### config.mk
export PLATFORM = sky130hd
export DESIGN_NAME = id_ex_stage
export DESIGN_NICKNAME = d
export VERILOG_FILES = /design/src/rtl/id_ex_stage.sv
export SDC_FILE = /design/constraint.sdc
export NUM_CORES = 1
export LEC_CHECK = 0
export ABC_AREA = 1
export CAP_MARGIN = 0
export CORE_UTILIZATION = 37
export CTS_CLUSTER_DIAMETER = 40
export DETAILED_ROUTE_END_ITERATION = 10
export GPL_TIMING_DRIVEN = 0
export PLACE_DENSITY = 0.76
export SYNTH_ARGS = -nofsm -noshare
export SYNTH_HDL_FRONTEND = slang
export SYNTH_SLANG_ARGS = --single-unit
export TNS_END_PERCENT = 5
### constraint.sdc
create_clock -name clk -period 1.7 [get_ports clk]
set_clock_uncertainty 0.2 [all_clocks]
set_input_delay 0.34 -clock clk [delete_from_list [all_inputs] [get_ports clk]]
set_output_delay 0.34 -clock clk [all_outputs]
set_load 0.02 [all_outputs]
### src/rtl/id_ex_stage.sv
// ============================================================================
// Module   : id_ex_stage
// Purpose  : ID/EX pipeline register with load-use hazard stall, EX flush
//            handling and saturating stall/flush performance counters.
// Revision : 1.0 - initial release
// ============================================================================
`default_nettype none

module id_ex_stage #(
  parameter int XLEN  = 32,
  parameter int CNT_W = 16
) (
  input  logic             clk,
  input  logic             rst,
  input  logic             id_valid,
  input  logic             id_AluASrc,
  input  logic             id_AluBSrc,
  input  logic             id_RuWr,
  input  logic [3:0]       id_ALUOp,
  input  logic [4:0]       id_BrOp,
  input  logic             id_DMWr,
  input  logic [2:0]       id_DMCtrl,
  input  logic [1:0]       id_RUDataWrSrc,
  input  logic             id_use_rs1,
  input  logic             id_use_rs2,
  input  logic [XLEN-1:0]  id_pc,
  input  logic [XLEN-1:0]  id_rs1_data,
  input  logic [XLEN-1:0]  id_rs2_data,
  input  logic [XLEN-1:0]  id_imm,
  input  logic [4:0]       id_rs1,
  input  logic [4:0]       id_rs2,
  input  logic [4:0]       id_rd,
  input  logic             ex_flush,
  output logic             stall,
  output logic             ex_valid,
  output logic             ex_AluASrc,
  output logic             ex_AluBSrc,
  output logic             ex_RuWr,
  output logic [3:0]       ex_ALUOp,
  output logic [4:0]       ex_BrOp,
  output logic             ex_DMWr,
  output logic [2:0]       ex_DMCtrl,
  output logic [1:0]       ex_RUDataWrSrc,
  output logic             ex_use_rs1,
  output logic             ex_use_rs2,
  output logic [XLEN-1:0]  ex_pc,
  output logic [XLEN-1:0]  ex_rs1_data,
  output logic [XLEN-1:0]  ex_rs2_data,
  output logic [XLEN-1:0]  ex_imm,
  output logic [4:0]       ex_rs1,
  output logic [4:0]       ex_rs2,
  output logic [4:0]       ex_rd,
  output logic [CNT_W-1:0] stall_count,
  output logic [CNT_W-1:0] flush_count
);

  localparam logic [1:0] c_SRC_LOAD = 2'b01;

  logic             r_valid;
  logic             r_AluASrc;
  logic             r_AluBSrc;
  logic             r_RuWr;
  logic [3:0]       r_ALUOp;
  logic [4:0]       r_BrOp;
  logic             r_DMWr;
  logic [2:0]       r_DMCtrl;
  logic [1:0]       r_RUDataWrSrc;
  logic             r_use_rs1;
  logic             r_use_rs2;
  logic [XLEN-1:0]  r_pc;
  logic [XLEN-1:0]  r_rs1_data;
  logic [XLEN-1:0]  r_rs2_data;
  logic [XLEN-1:0]  r_imm;
  logic [4:0]       r_rs1;
  logic [4:0]       r_rs2;
  logic [4:0]       r_rd;
  logic [CNT_W-1:0] r_stall_cnt;
  logic [CNT_W-1:0] r_flush_cnt;

  logic w_hazard;
  logic w_stall;
  logic w_bubble;

  // Load in EX whose result is consumed by the instruction in ID
  assign w_hazard = r_valid & r_RuWr & (r_RUDataWrSrc == c_SRC_LOAD) &
                    (r_rd != 5'd0) & id_valid &
                    ((id_use_rs1 & (id_rs1 == r_rd)) |
                     (id_use_rs2 & (id_rs2 == r_rd)));
  assign w_stall  = w_hazard & ~ex_flush;
  assign w_bubble = ex_flush | w_stall;

  always_ff @(posedge clk) begin
    if (rst) begin
      r_valid       <= 1'b0;
      r_AluASrc     <= 1'b0;
      r_AluBSrc     <= 1'b0;
      r_RuWr        <= 1'b0;
      r_ALUOp       <= '0;
      r_BrOp        <= '0;
      r_DMWr        <= 1'b0;
      r_DMCtrl      <= '0;
      r_RUDataWrSrc <= '0;
      r_use_rs1     <= 1'b0;
      r_use_rs2     <= 1'b0;
      r_pc          <= '0;
      r_rs1_data    <= '0;
      r_rs2_data    <= '0;
      r_imm         <= '0;
      r_rs1         <= '0;
      r_rs2         <= '0;
      r_rd          <= '0;
      r_stall_cnt   <= '0;
      r_flush_cnt   <= '0;
    end else begin
      if (w_bubble) begin
        r_valid       <= 1'b0;
        r_AluASrc     <= 1'b0;
        r_AluBSrc     <= 1'b0;
        r_RuWr        <= 1'b0;
        r_ALUOp       <= '0;
        r_BrOp        <= '0;
        r_DMWr        <= 1'b0;
        r_DMCtrl      <= '0;
        r_RUDataWrSrc <= '0;
        r_use_rs1     <= 1'b0;
        r_use_rs2     <= 1'b0;
      end else begin
        // A bubble arriving from IF/ID must not carry live control bits
        r_valid       <= id_valid;
        r_AluASrc     <= id_valid & id_AluASrc;
        r_AluBSrc     <= id_valid & id_AluBSrc;
        r_RuWr        <= id_valid & id_RuWr;
        r_ALUOp       <= id_valid ? id_ALUOp : 4'd0;
        r_BrOp        <= id_valid ? id_BrOp : 5'd0;
        r_DMWr        <= id_valid & id_DMWr;
        r_DMCtrl      <= id_valid ? id_DMCtrl : 3'd0;
        r_RUDataWrSrc <= id_valid ? id_RUDataWrSrc : 2'd0;
        r_use_rs1     <= id_valid & id_use_rs1;
        r_use_rs2     <= id_valid & id_use_rs2;
        r_pc          <= id_pc;
        r_rs1_data    <= id_rs1_data;
        r_rs2_data    <= id_rs2_data;
        r_imm         <= id_imm;
        r_rs1         <= id_rs1;
        r_rs2         <= id_rs2;
        r_rd          <= id_rd;
      end
      if (w_stall && (r_stall_cnt != '1)) r_stall_cnt <= r_stall_cnt + 1'b1;
      if (ex_flush && (r_flush_cnt != '1)) r_flush_cnt <= r_flush_cnt + 1'b1;
    end
  end

  assign stall          = w_stall;
  assign ex_valid       = r_valid;
  assign ex_AluASrc     = r_AluASrc;
  assign ex_AluBSrc     = r_AluBSrc;
  assign ex_RuWr        = r_RuWr;
  assign ex_ALUOp       = r_ALUOp;
  assign ex_BrOp        = r_BrOp;
  assign ex_DMWr        = r_DMWr;
  assign ex_DMCtrl      = r_DMCtrl;
  assign ex_RUDataWrSrc = r_RUDataWrSrc;
  assign ex_use_rs1     = r_use_rs1;
  assign ex_use_rs2     = r_use_rs2;
  assign ex_pc          = r_pc;
  assign ex_rs1_data    = r_rs1_data;
  assign ex_rs2_data    = r_rs2_data;
  assign ex_imm         = r_imm;
  assign ex_rs1         = r_rs1;
  assign ex_rs2         = r_rs2;
  assign ex_rd          = r_rd;
  assign stall_count    = r_stall_cnt;
  assign flush_count    = r_flush_cnt;

endmodule

`default_nettype wire
Yosys cells after proc, flatten, opt, wreduce, memory -nomap -nowiden:

Cells that the tools add are included.

* bitwise gates (word level): 18
* equality and inequality tests: 5
* $add $sub $neg: 2
* reductions and logical operators: 5

Operators by type and width (number)
* $add 16x1->16 const B: 2
* $ne 16x16->1 const B: 2
* $and 1x1->1: 14
* $eq 5x5->1: 2
* $reduce_bool 5->1: 1
* $reduce_or 3->1: 1
* $eq 2x1->1 const B: 1
* $logic_and 1x1->1: 2
* $not 1->1: 2
* $or 1x1->1: 2
* $reduce_or 2->1: 1

* output and inout bits: 197
* flip-flop bits (word level): 196
* word-level logic and storage cells: 50
* input port bits: 167

Logic depth before layout (Yosys ltp):

* depth in word-level cells: 8
* depth in mapped cells: 13
* depth with buffers taken out: 11

Worst setup path after synthesis:

Ideal clock, no wire load.

* path kind: register to register
* start point: register r_rd[3] (netlist: ex_rd[3])
* end point: register r_stall_cnt[6] (netlist: stall_count[6])
* arrival: 1620 ps
* slack: -244 ps
* required time: 1376 ps
* buffers on the path: 0
* stages on the path, launching flop included: 12
* setup time: 124 ps
* period minus slack after synthesis: 1944 ps
* cell sequence: dfxtp_1 inv_2 nand2_1 nand2_1 nor2_1 nand3_1 nand2_2 nand2_4 nor2_1 nand3_1 nand2_1 nor2_1

* word-level cells in the longest chain between the ends: 6
* elaborated cells between the ends (all ways): 11
* those cells by class: eq/ne: 2; bitwise: 7; reduce/logical: 2

Ends and longest elaborated chain
* start: declaration: line 76 `logic [4:0] r_rd;`
* start signal: assignment: line 146 `r_rd <= id_rd;`
* $eq 5x5->1, or another cell as far along: line 87 `((id_use_rs1 & (id_rs1 == r_rd)) |`
* $and 1x1->1, on equally long branches: line 87, 85, 88
* $or 1x1->1 or $and 1x1->1 (tied branches): line 87, 86
* $and 1x1->1 *: line 86 `(r_rd != 5'd0) & id_valid &`
* $and 1x1->1 *: line 89 `assign w_stall = w_hazard & ~ex_flush;`
* net stall: line 34 `output logic stall,`
* $logic_and 1x1->1 *: line 148 `if (w_stall && (r_stall_cnt != '1)) r_stall_cnt <= r_stall_cnt + 1'b1;`
* end signal: assignment: line 148
* end: declaration: line 77 `logic [CNT_W-1:0] r_stall_cnt;`

The timed path passes the listed nets; every way through them passes the cells marked *.
A chain may end at the register's enable or synchronous reset.

Final worst setup path:

* start point: register r_rd[0] (netlist: ex_rd[0])
* end point: output port stall

* word-level cells in the longest chain between the ends: 5
* elaborated cells between the ends (all ways): 10
* those cells by class: eq/ne: 2; bitwise: 7; reduce/logical: 1

Ends and longest elaborated chain (line)
* $eq 5x5->1, or another cell as far along: 87
* $and 1x1->1, on equally long branches: 87, 85, 88
* $or 1x1->1 or $and 1x1->1 (tied branches): 87, 86
* $and 1x1->1 *: 86
* $and 1x1->1 *: 89
* end: declaration: 34

Mark *: on every way between the ends. The rest lies on a longest branch, timed or not.

==> flow_metrics.env <==
export IMPL_tightest_slew_ps=449
export IMPL_cts_buffers=17
export IMPL_portBuffers=362
export IMPL_dpl_cell_area_um2=11700
export IMPL_grt_first_pass_wirelength_um=39700
export IMPL_crit_path_end_kind="output pin"
export IMPL_failed_checks="setup timing"
export IMPL_synth_top_area_share_pct=51.0
export IMPL_synth_cells=1018
export IMPL_outcome="finished with violations"
export IMPL_ys_warn_count=0
export IMPL_place_ws_ps=-1150
export IMPL_cts_buffer_depth=2
export IMPL_final_cells=1713
export IMPL_drive_gt1_share_pct=19.4
export IMPL_num_vias=7944
export IMPL_setup_tns_ps=-45840
export IMPL_yosys_top_cells_area="dfxtp_1 51%, nor2_1 15%, o21ai_0 8.1%"
export IMPL_finalWirelength_um=25600
export IMPL_hold_viol=0
export IMPL_clock_latency_ps=420
export IMPL_ys_seq_elements=196
export IMPL_die_y_um=146
export IMPL_first_pass_iters=5
export IMPL_globalRouteOverflowTotal=0
export IMPL_htreeDepth=4
export IMPL_path_clk_slew_ps=70
export IMPL_syn_area_um2=7700
export IMPL_slowest_stage="dfxtp_4"
export IMPL_hold_path_class="primary input to flop"
export IMPL_critPathMaxFanout=6
export IMPL_grt_max_degree=19
export IMPL_ir_worst_vdd_mv=0.703
export IMPL_rows=52
export IMPL_tritoncts="built"
export IMPL_place_inst=1650
export IMPL_setup_violations=195
export IMPL_synthFlopType="dfxtp_1"
export IMPL_crit_path_max_incr_delay_ps=390
export IMPL_grt_use_total_pct=23.7
export IMPL_synthTopCellsByCount="309 x nor2_1, 196 x dfxtp_1, 124 x o21ai_0"
export IMPL_cts_root_buf="clkbuf_16"
export IMPL_gp_congestion=0.864
export IMPL_finalNetCount=1594
export IMPL_path_cells="inv_2 -> nand2_1 -> nand2_1 -> nor2_1 -> nand3_2 -> nand2_4 -> nand2_4 -> nor2_4 -> buf_6"
export IMPL_powerDensity_nw_per_um2=843
export IMPL_post_route_util_pct=62.8
export IMPL_syn_num_nets=1187
export IMPL_synth_edf_count=0
export IMPL_maxCapViolations=0
export IMPL_ys_types=30
export IMPL_final_area_um2=12800
export IMPL_p_leak_nw=5.65
export IMPL_post_dp_hpwl_um=18900
export IMPL_area_delta_synth_final_pct=65.7
export IMPL_min_period_ps=2090
export IMPL_critPathLaunchType="flop"
export IMPL_fin_crit_sh_pct=123
export IMPL_drtIter0Drc=338
export IMPL_coreArea_um2=20300
export IMPL_grt_pass1_vias=7500
export IMPL_holdWs_ps=70.9
export IMPL_drcViolationCount=0
export IMPL_antenna_found_initial=5
export IMPL_total_power_mw=10.8
export IMPL_synthMostInstantiatedCell="nor2_1"
export IMPL_timing_fmax_mhz=478
export IMPL_worst_endpoint_arrival_ps=1550
export IMPL_cts_hold_buf=0
export IMPL_ioPinCount=364
export IMPL_async_reset_ff_share_pct=0
export IMPL_yosysTopAreaCell="dfxtp_1"
export IMPL_drv_slew=0
export IMPL_die_w_um=146
export IMPL_cp_required_ps=1160
export IMPL_start_util_pct=37.9
export IMPL_setup_slack_ps=-394
export IMPL_crit_type="flop to output pin"
export IMPL_wl_per_cell_um=14.9
export IMPL_rrSetupSlack_ps=-380
export IMPL_vias_per_cell=4.64
export IMPL_rsz0062_at_grt="yes"
export IMPL_clkSinkCount=196
export IMPL_drtAntennaViolNets=0
export IMPL_ys_seq_area_share_pct=51.0
export IMPL_synth_avg_cell_area_um2=7.56
export IMPL_slew_headroom_pct=70.0
export IMPL_die_area_um2=21400
[metal layers]
layer | wire length (um) | up-vias | GRT usage (%)
met5 | 0 | - | 0
met4 | 751 | 0 | 9.43
met3 | 1730 | 41 | 5.81
met2 | 12700 | 282 | 41.5
met1 | 10400 | 3581 | 27.7
li1 | - | 4040 | -
[path summary, 6_finish.rpt]
path / from / endpoint / cells after the start
worst max-delay path: ex_rd[0]$_SDFFE_PP0N_ / stall / 9
worst min-delay path: id_rs1[0] / ex_rs1[0]$_SDFFE_PP0N_ / 3
worst max register to register: ex_rd[0]$_SDFFE_PP0N_ / ex_rs2_data[12]$_SDFFE_PP0N_ / 14
worst min register to register: flush_count[3]$_SDFFE_PP0P_ / flush_count[3]$_SDFFE_PP0P_ / 1
[cell type report]
class,instances,area (um2)
Antenna cell,5,12.5
Clock inverter,13,116
Timing Repair Buffer,388,3750
Tap cell,270,338
Multi-Input combinational cell,703,3340
Fill cell,1834,7550
Clock buffer,19,433
Inverter,67,267
Sequential cell,196,3980
Buffer,52,510
[critical path, delay by kind of cell, from the launching register on]
family | cells | cell delay (ps)
buffers and inverters | 2 | 170
DFF | 1 | 390
and+or+nand+nor | 7 | 570
[cells in the final DEF (no fill, tap or decap), types with 15 or more instances in the layout]
master	netlist	layout
o21ai_0	124	91
buf_6	16	22
nor2_1	309	293
clkbuf_2	0	26
clkdlybuf4s15_1	0	63
clkbuf_1	17	16
clkdlybuf4s15_2	0	19
dfxtp_2	0	19
nor2_2	70	81
nand3_1	19	15
clkdlybuf4s50_1	0	155
nand2_1	101	95
o21ai_1	30	61
dlygate4sd2_1	0	97
inv_1	61	61
dfxtp_1	196	168
buf_4	0	20
clkbuf_16	0	17
[report_power, final]
part	leakage, nW	internal [mW]	switching (mW)	total, mW
sequential	1.63	4.84	0.149	4.98
clock	0.262	1.93	1.89	3.83
combinational	3.76	0.955	0.986	1.94
total	5.65	7.72	3.03	10.8
[sequential cells by signal, summed over array words and instances, names as in the netlist]
register / flops
ex_imm: 32
ex_pc: 32
ex_rs1_data: 32
ex_rs2_data: 32
flush_count: 16
stall_count: 16
ex_BrOp: 5
ex_rd: 5
ex_rs1: 5
ex_rs2: 5
ex_ALUOp: 4
ex_DMCtrl: 3
ex_RUDataWrSrc: 2
ex_AluASrc: 1
ex_AluBSrc: 1
ex_DMWr: 1
ex_RuWr: 1
ex_use_rs1: 1
ex_use_rs2: 1
ex_valid: 1
[cell families (layout without fill, tap and decap cells)]
logic type / after synthesis / in the layout / share of synthesized area [%]
AO/OA/AOI/OAI: 170 / 170 / 11.2
XOR/XNOR: 4 / 4 / 0.455
adder cells (fa/ha/maj): 2 / 2 / 0.325
buffers and inverters: 119 / 539 / 7.67
flip-flops: 196 / 196 / 51.0
other: 0 / 5 / 0
AND/OR/NAND/NOR: 527 / 527 / 29.4
[timing repair]
| action | CTS | global route |
|---|---|---|
| setup buffers | 19 | 2 |
| resized for setup | 382 | 126 |
| cloned | 5 | 0 |
| pin swaps | 10 | 12 |
| endpoints found under the setup margin | 392 | 291 |
Note: power is estimated with default switching activity, not from simulation.
